### src/rtl/wbvgacapture.sv
// Video frame capture engine: writes each visible pixel of a VGA-timed
// stream into memory as one 32-bit word over a pipelined Wishbone master,
// with a small FIFO absorbing bus stalls.
module wbvgacapture #(
    parameter int AW     = 24,
    parameter int FW     = 13,
    parameter int LW     = 11,
    parameter int LGFIFO = 4
) (
    input  logic          i_clk,
    input  logic          i_reset,
    input  logic          i_en,
    input  logic [AW-1:0] i_base_addr,
    input  logic [FW-1:0] i_width,
    input  logic [LW-1:0] i_height,
    input  logic [FW-1:0] i_line_words,
    input  logic          i_vga_vsync,
    input  logic          i_vga_de,
    input  logic [7:0]    i_vga_red,
    input  logic [7:0]    i_vga_grn,
    input  logic [7:0]    i_vga_blu,
    output logic          o_wb_cyc,
    output logic          o_wb_stb,
    output logic          o_wb_we,
    output logic [AW-1:0] o_wb_addr,
    output logic [31:0]   o_wb_data,
    output logic [3:0]    o_wb_sel,
    input  logic          i_wb_ack,
    input  logic          i_wb_stall,
    input  logic          i_wb_err,
    output logic          o_interrupt,
    output logic          o_overflow,
    output logic          o_err
);

    localparam int DEPTH = 1 << LGFIFO;
    localparam int EW    = 1 + AW + 32;

    typedef enum logic [1:0] {
        S_IDLE,
        S_CAPTURE,
        S_DROP
    } state_t;

    state_t state, state_next;

    logic          vsync_q, de_q;
    logic [FW-1:0] x, x_eff;
    logic [LW-1:0] y, y_eff;
    logic [AW-1:0] line_addr, line_eff, pix_addr;
    logic          frame_start, de_fall, in_window, pix_last;

    logic [EW-1:0]   fifo_mem [DEPTH];
    logic [EW-1:0]   fifo_head;
    logic [LGFIFO:0] wr_ptr, rd_ptr, fifo_fill;
    logic            fifo_empty, fifo_full;

    logic        bus_err, bus_ack, issue, load, push_req, push, drop;
    logic [15:0] outstanding, out_next, last_cnt;
    logic        last_wait, last_hit, stb_last;

    assign o_wb_we  = 1'b1;
    assign o_wb_sel = 4'hF;

    // Frame/line event detection and the effective (post frame-start) counters.
    always_comb begin
        frame_start = vsync_q & ~i_vga_vsync;
        de_fall     = de_q & ~i_vga_de;
        x_eff       = frame_start ? '0 : x;
        y_eff       = frame_start ? '0 : y;
        line_eff    = frame_start ? i_base_addr : line_addr;
        in_window   = (x_eff < i_width) && (y_eff < i_height);
        pix_addr    = line_eff + AW'(x_eff);
        pix_last    = (x_eff == i_width - FW'(1)) && (y_eff == i_height - LW'(1));
    end

    // FIFO status, bus handshakes and push/pop decisions.
    always_comb begin
        fifo_fill  = wr_ptr - rd_ptr;
        fifo_empty = (fifo_fill == '0);
        fifo_full  = fifo_fill[LGFIFO];
        fifo_head  = fifo_mem[rd_ptr[LGFIFO-1:0]];
        bus_err    = i_wb_err & o_wb_cyc;
        bus_ack    = i_wb_ack & o_wb_cyc;
        issue      = o_wb_stb & ~i_wb_stall;
        load       = (~o_wb_stb | ~i_wb_stall) & ~fifo_empty & ~bus_err;
        push_req   = i_vga_de & in_window & (state == S_CAPTURE) & ~bus_err;
        push       = push_req & (~fifo_full | load);
        drop       = push_req & fifo_full & ~load;
        out_next   = outstanding + 16'(issue) - 16'(bus_ack);
        last_hit   = bus_ack & last_wait & (last_cnt == 16'd1);
    end

    // Pixel position and line base address tracking.
    always_ff @(posedge i_clk) begin
        if (i_reset) begin
            vsync_q   <= 1'b0;
            de_q      <= 1'b0;
            x         <= '0;
            y         <= '0;
            line_addr <= '0;
        end else begin
            vsync_q <= i_vga_vsync;
            de_q    <= i_vga_de;
            if (i_vga_de) begin
                x         <= (x_eff == '1) ? x_eff : x_eff + FW'(1);
                y         <= y_eff;
                line_addr <= line_eff;
            end else if (de_fall && !frame_start) begin
                x         <= '0;
                y         <= (y == '1) ? y : y + LW'(1);
                line_addr <= line_addr + AW'(i_line_words);
            end else begin
                x         <= x_eff;
                y         <= y_eff;
                line_addr <= line_eff;
            end
        end
    end

    // FIFO storage; push is already suppressed during a bus error.
    always_ff @(posedge i_clk) begin
        if (push)
            fifo_mem[wr_ptr[LGFIFO-1:0]] <= {pix_last, pix_addr, 8'h00,
                                             i_vga_red, i_vga_grn, i_vga_blu};
    end

    // FIFO pointers, flushed on bus error.
    always_ff @(posedge i_clk) begin
        if (i_reset) begin
            wr_ptr <= '0;
            rd_ptr <= '0;
        end else if (bus_err) begin
            rd_ptr <= wr_ptr;
        end else begin
            if (push)
                wr_ptr <= wr_ptr + 1'b1;
            if (load)
                rd_ptr <= rd_ptr + 1'b1;
        end
    end

    // Wishbone master: output register, outstanding count, last-ack tracking.
    always_ff @(posedge i_clk) begin
        if (i_reset) begin
            o_wb_cyc    <= 1'b0;
            o_wb_stb    <= 1'b0;
            o_wb_addr   <= '0;
            o_wb_data   <= '0;
            stb_last    <= 1'b0;
            outstanding <= '0;
            last_wait   <= 1'b0;
            last_cnt    <= '0;
            o_interrupt <= 1'b0;
        end else begin
            o_interrupt <= last_hit;
            if (bus_err) begin
                o_wb_cyc    <= 1'b0;
                o_wb_stb    <= 1'b0;
                outstanding <= '0;
                last_wait   <= 1'b0;
            end else begin
                outstanding <= out_next;
                if (load) begin
                    {stb_last, o_wb_addr, o_wb_data} <= fifo_head;
                    o_wb_stb <= 1'b1;
                    o_wb_cyc <= 1'b1;
                end else if (issue) begin
                    o_wb_stb <= 1'b0;
                end
                if (!o_wb_stb && fifo_empty && outstanding == '0)
                    o_wb_cyc <= 1'b0;
                // Acks return in order, so the last entry's ack is the
                // out_next-th ack counted from the cycle it is issued.
                if (issue && stb_last) begin
                    last_wait <= 1'b1;
                    last_cnt  <= out_next;
                end else if (last_hit) begin
                    last_wait <= 1'b0;
                end else if (bus_ack && last_wait) begin
                    last_cnt <= last_cnt - 16'd1;
                end
            end
        end
    end

    // Sticky overflow and bus-error flags, cleared at frame start.
    always_ff @(posedge i_clk) begin
        if (i_reset) begin
            o_overflow <= 1'b0;
            o_err      <= 1'b0;
        end else begin
            if (frame_start)
                o_overflow <= 1'b0;
            else if (drop)
                o_overflow <= 1'b1;
            if (frame_start)
                o_err <= 1'b0;
            else if (bus_err)
                o_err <= 1'b1;
        end
    end

    // Frame state register.
    always_ff @(posedge i_clk) begin
        if (i_reset)
            state <= S_IDLE;
        else
            state <= state_next;
    end

    // Frame state next-state logic.
    always_comb begin
        state_next = state;
        case (state)
            S_IDLE: begin
                if (frame_start && i_en)
                    state_next = S_CAPTURE;
            end
            S_CAPTURE: begin
                if (bus_err)
                    state_next = S_DROP;
                else if (frame_start)
                    state_next = S_CAPTURE;
                else if (last_hit)
                    state_next = S_IDLE;
            end
            S_DROP: begin
                if (!o_wb_cyc)
                    state_next = S_IDLE;
            end
            default: state_next = S_IDLE;
        endcase
    end

endmodule
### config.mk
export PLATFORM = sky130hd
export DESIGN_NAME = wbvgacapture
export DESIGN_NICKNAME = d
export VERILOG_FILES = /design/src/rtl/wbvgacapture.sv
export SDC_FILE = /design/constraint.sdc
export NUM_CORES = 1
export LEC_CHECK = 0
export CORE_UTILIZATION = 40
export DETAILED_ROUTE_END_ITERATION = 7
export SLEW_MARGIN = 20
export SYNTH_ARGS = -nofsm -noshare
export SYNTH_HDL_FRONTEND = slang
export SYNTH_SLANG_ARGS = --single-unit
### constraint.sdc
create_clock -name i_clk -period 21.1 [get_ports i_clk]
set_input_delay 5.275 -clock i_clk [delete_from_list [all_inputs] [get_ports i_clk]]
set_output_delay 5.275 -clock i_clk [all_outputs]
set_load 0.02 [all_outputs]
* Word level (Yosys, flattened, before mapping)
Memory sizes are Yosys's and may differ from the RTL's. A register that Yosys moved wholly into a read port is not among the register bits.
Cells that the tools add are included.
W data, S select, Z words.
** Operators by class
- $add $sub $neg :: 12
- $lt $le $gt $ge :: 2
- Equal/unequal tests :: 12
- Muxes and demuxes :: 28
- Bitwise logic cells :: 25
- Reductions and logical operators :: 24
** Operator list (number)
- $mux W24 :: 3
- $mux W13 :: 4
- $add A24 B13 Y24 :: 2
- $mux W16 :: 3
- $mux W11 :: 4
- $add A16 B1 Y16 :: 1
- $eq A16 B1 Y1 const B :: 1
- $logic_not A16 Y1 :: 1
- $sub A16 B1 Y16 :: 1
- $sub A16 B1 Y16 const B :: 1
- $and A1 B1 Y1 :: 15
- $add A13 B1 Y13 const B :: 1
- $eq A13 B13 Y1 :: 1
- $eq A13 B13 Y1 const B :: 1
- $lt A13 B13 Y1 :: 1
- $sub A13 B1 Y13 const B :: 1
- $add A11 B1 Y11 const B :: 1
- $eq A11 B11 Y1 :: 1
- $eq A11 B11 Y1 const B :: 1
- $lt A11 B11 Y1 :: 1
- $sub A11 B1 Y11 const B :: 1
- $add A5 B1 Y5 const B :: 2
- $mux W2 :: 5
- $mux W5 :: 2
- 20 further kinds :: 48
** Word-level totals
- Register bits after elaboration :: 132
- Bits in writable memories :: 784
- Input bits :: 93
- Output and inout port bits :: 66
- Word-level logic and storage cells :: 121
- Memories kept :: 1
** Memories
- fifo_mem :: depth 16, bits a word 49, rd ports 1, clocked after Yosys merged registers in 1, write ports 1, line 53 : logic [EW-1:0] fifo_mem [DEPTH];

* Logic depth before layout (Yosys ltp)
- Depth in word-level cells :: 11
- Depth in mapped cells :: 20
- Gate-level depth less buffers :: 14

* Worst setup path before layout
No wires, ideal clock.
- Kind :: in2reg
- Start point :: in i_vga_vsync
- End point :: mem fifo_mem[3][0] in the netlist's numbering, enable pin
- Setup time :: 0.516 ns
- Arrival :: 11.760 ns
- Required time :: 20.584 ns
- Path slack :: 8.824 ns
- Cell stages on the path :: 18
- Path buffers :: 6
- Cell sequence :: nand2b_1 -> buf_2 -> buf_2 -> buf_2 -> buf_2 -> buf_2 -> buf_2 -> nand2_1 -> inv_1 -> ha_1 -> nor2b_1 -> o21bai_1 -> a21oi_1 -> o211ai_1 -> a31oi_1 -> a2111oi_4 -> nand2_1 -> nor3_1
** On the way
- Cells in the longest elaborated chain, start to end :: 11
- Elaborated cells between the ends (all ways) :: 13
- Classes of those cells :: order compare: 2; mux: 4; bitwise: 6; reduce/logical: 1
** Ends and longest elaborated chain
- start, declared :: line 17 : input logic i_vga_vsync,
- $not A1 Y1 (*) :: line 67 : frame_start = vsync_q & ~i_vga_vsync;
- $and A1 B1 Y1 (*) :: line 67
- $mux W13 / $mux W11 (equally long branches) :: line 69, 70
- $lt A13 B13 Y1 / $lt A11 B11 Y1 (equally long branches) :: line 72 : in_window = (x_eff < i_width) && (y_eff < i_height);
- $logic_and A1 B1 Y1 (*) :: line 72
- $and A1 B1 Y1 (*) (3 in series) :: line 87 : push_req = i_vga_de & in_window & (state == S_CAPTURE) & ~bus_err;
- $and A1 B1 Y1 (*) :: line 88 : push = push_req & (~fifo_full | load);
- $mux W1 (*) :: line 123 : if (push)
- $mux W1 (implied by the code) (*) :: line 124 : fifo_mem[wr_ptr[LGFIFO-1:0]] <= {pix_last, pix_addr, 8'h00,
- end, declared :: line 53
Every way passes the cells marked *; elsewhere a longest branch is shown, timed or not.

* Worst setup path in the final report
- Start point :: in i_vga_vsync
- End point :: mem fifo_mem[12][29] in the netlist's numbering, enable pin
Same word-level chain as after synthesis.

==> results.tsv <==
metric	value	unit
ant_nets	0	
async_reset_ff_frac	0	
ys_seq_area_frac	0.669	
timing.fmax	95.3	MHz
die_w	317	um
cp-end-kind	flip-flop	
ys_types	74	
ys.warnings.count	0	
drive_gt1_frac	0.180	
vias_per_cell	5.48	
synth.top_cell.area_share	0.593	
hold_path_class	reg2reg	
ctsRootBufferMaster	clkbuf_16	
ys_seq_elements	933	
rsz0062_at_grt	no	
synth-edff-count	784	
max_stage_delay	0.85	ns
firstDrtPassIters	7	
synth_area_leaders	edfxtp_1 59%, mux4_2 14%, dfxtp_1 7.5%, ha_1 2.5%, nand2_1 2.2%	
worst_slack	10.61	ns
cp.required	21.38	ns
grt_pass1_wl	142000	um
drt_iter0_markers	1870	
hold_violations	0	
vias	22056	
final_core_util	0.467	
portBuffers	145	
grt_usage	0.189	
min_period_over_period	0.497	
layout_min_cycle_time	10.49	ns
yosysMostFrequentCell	edfxtp_1	
slew_headroom	0.307	
finalMaxSlewViolations	0	
clkSlewWorstSetupHoldPaths	0.06	ns
ctsHoldBuffers	0	
synth_common_cells	784 x edfxtp_1, 245 x mux4_2, 235 x nand2_1	
slowest_stage	a2111oi_4	
critical_path_class	in2reg	
die_y	317	um
clock_latency	0.67	ns
routed_wl	93400	um
place_congestion	0.841	
syn_inst	2484	
cts_tree	yes	
antenna_found_initial	0	
syn_to_final_growth	15.7	%
p_leak	15.2	nW
netlist_area	0.0397	sq mm
r2r_cells	13	
power_density	108	mW/mm^2
post-cts-setup-buffers	0	
ir_drop	0.0791	mV
ios	159	
crit_fanout	84	
ys.flop_type	edfxtp_1	
cts_buffer_depth	3	
overflow	0	
min_path_cells	2	
clock_skew	0.0269	ns
setup_viol_count_final	0	
clock-sinks	933	
status	completed	
num_rows	115	
path_cells	clkdlybuf4s50_1, nand2b_2, buf_4, nand2_1, inv_1, ha_1, a21o_1, a21oi_1, o22a_1, nand3_1, a2111oi_4, nand2_1, nor2_4, buf_4	
seqCellArea	0.0265	sq mm
drc	0	
startpoint_type	primary input	
syn_area_per_cell	16.0	sq um
ctsResizeCount	0	
grt_pass1_vias	22842	
yosysTopAreaCell	edfxtp_1	
fp.dieArea	0.100	sq mm
coreArea	0.0983	sq mm
wl_per_cell	23.2	um
final_nets	2835	
power	0.00496	W
worst_slew_pin_slew	1.04	ns
multi_input_area	0.0125	sq mm
place_worst_setup_slack	9.90	ns
grt_max_degree	138	
critPathArrivalTime	10.78	ns
fillCellCount	8349	
fin_setup_tns	0	ns
diodes	0	
cts_htree_levels	3	
maxCapViolations	0	
dp_hpwl	56900	um
numCtsBuffers	96	
start_util	0.404	
[cell usage in the layout (no fill, tap or decap), types with 7 or more instances in the layout]
cell type        synthesis  routed
a21oi_1                115     115
nand2_1                235     235
nand3b_1                 7       7
xnor2_1                 61      54
o21ai_0                 54      54
inv_1                   88      88
nand2b_1                13      12
edfxtp_1               784     784
clkdlybuf4s50_1          0     144
dfxtp_1                149     146
nand3_1                 31      30
a211oi_1                37      37
nor2_4                   0      12
or3_1                   18      18
nor3_1                  40      36
mux2i_1                 16      16
and3_1                   7       7
clkinv_2                 0      21
a31oi_1                 15      15
conb_1                   2      13
mux4_2                 245     245
nor2_1                 147     135
and2_1                  16      15
nand4_1                 10      10
buf_4                   13      44
nor2b_1                 13      12
xnor2_2                  0       7
bufinv_16                0       7
clkbuf_16                0      97
ha_1                    80      80
o211ai_1                 8       8
xor2_1                  32      29
a21o_1                  12      12
nor4_1                   9       9
o21a_1                   9       9
clkinv_1                 1      18
clkbuf_1                85      15
[power breakdown]
group	total [W]	switching (W)	internal, W
Sequential	0.00213	0.0000713	0.00206
Clock	0.00167	0.000720	0.000946
Combinational	0.00116	0.000606	0.000550
Total	0.00496	0.00140	0.00356
[area by class of cell]
cell class / count / area share
Multi-Input combinational cell: 1348 / 0.273
Inverter: 89 / 0.00733
Tap cell: 1287 / 0.0351
Timing Repair Buffer: 190 / 0.0393
Sequential cell: 933 / 0.578
Clock inverter: 60 / 0.0125
Clock buffer: 115 / 0.0550
[final timing paths]
path	startpoint	to	slack [ns]
setup reg to reg	vsync_q	fifo_mem[12][29]	15.49
hold / removal	o_wb_addr[3]	o_wb_addr[3]	0.45
setup / recovery	i_vga_vsync	fifo_mem[12][29]	10.61
hold reg to reg	o_wb_addr[3]	o_wb_addr[3]	0.45
[critical path: cells and delay by family]
kind                       cells  cell delay [ns]
buffers and inverters          4             2.11
and+or+nand+nor                5             1.58
adders and majority gates      1             0.26
AOI/OAI and AO/OA              4             1.47
[layer usage]
metal	vias to the layer above	GRT usage	wire length (um)
met1	11394	0.255	40200
met4	0	0.0468	2000
met5	-	0	0
met2	548	0.321	47000
li1	9988	-	-
met3	126	0.0266	4170
[flip-flops by register name (all words and copies together) (netlist names), 2 cells and up]
signal,cells
last_cnt,16
rd_ptr,5
o_wb_data,24
o_wb_addr,24
fifo_mem,784
x,13
outstanding,16
state,2
line_addr,24
wr_ptr,5
y,11
[cells by family after synthesis]
logic type,count (synthesis),synth area share
AOI/OAI and AO/OA,321,0.0517
other,2,0.000189
and+or+nand+nor,572,0.0654
muxes,264,0.144
xor gates and xnor gates,93,0.0205
buffers and inverters,214,0.0222
DFF,933,0.669
adders and majority gates,85,0.0275
[per-stage QoR]
stage / hold WS (ns) / cell area, sq um / cells
2_1_floorplan: 0.433 / 39700 / 2495
5_1_grt: 0.473 / 45900 / 4022
4_1_cts: 0.456 / 45900 / 4022
3_3_place_gp: 0.445 / 42700 / 3847
3_5_place_dp: 0.448 / 42800 / 3847
6_report: 0.453 / 45900 / 4022
Note: power is estimated with default switching activity, not from simulation.
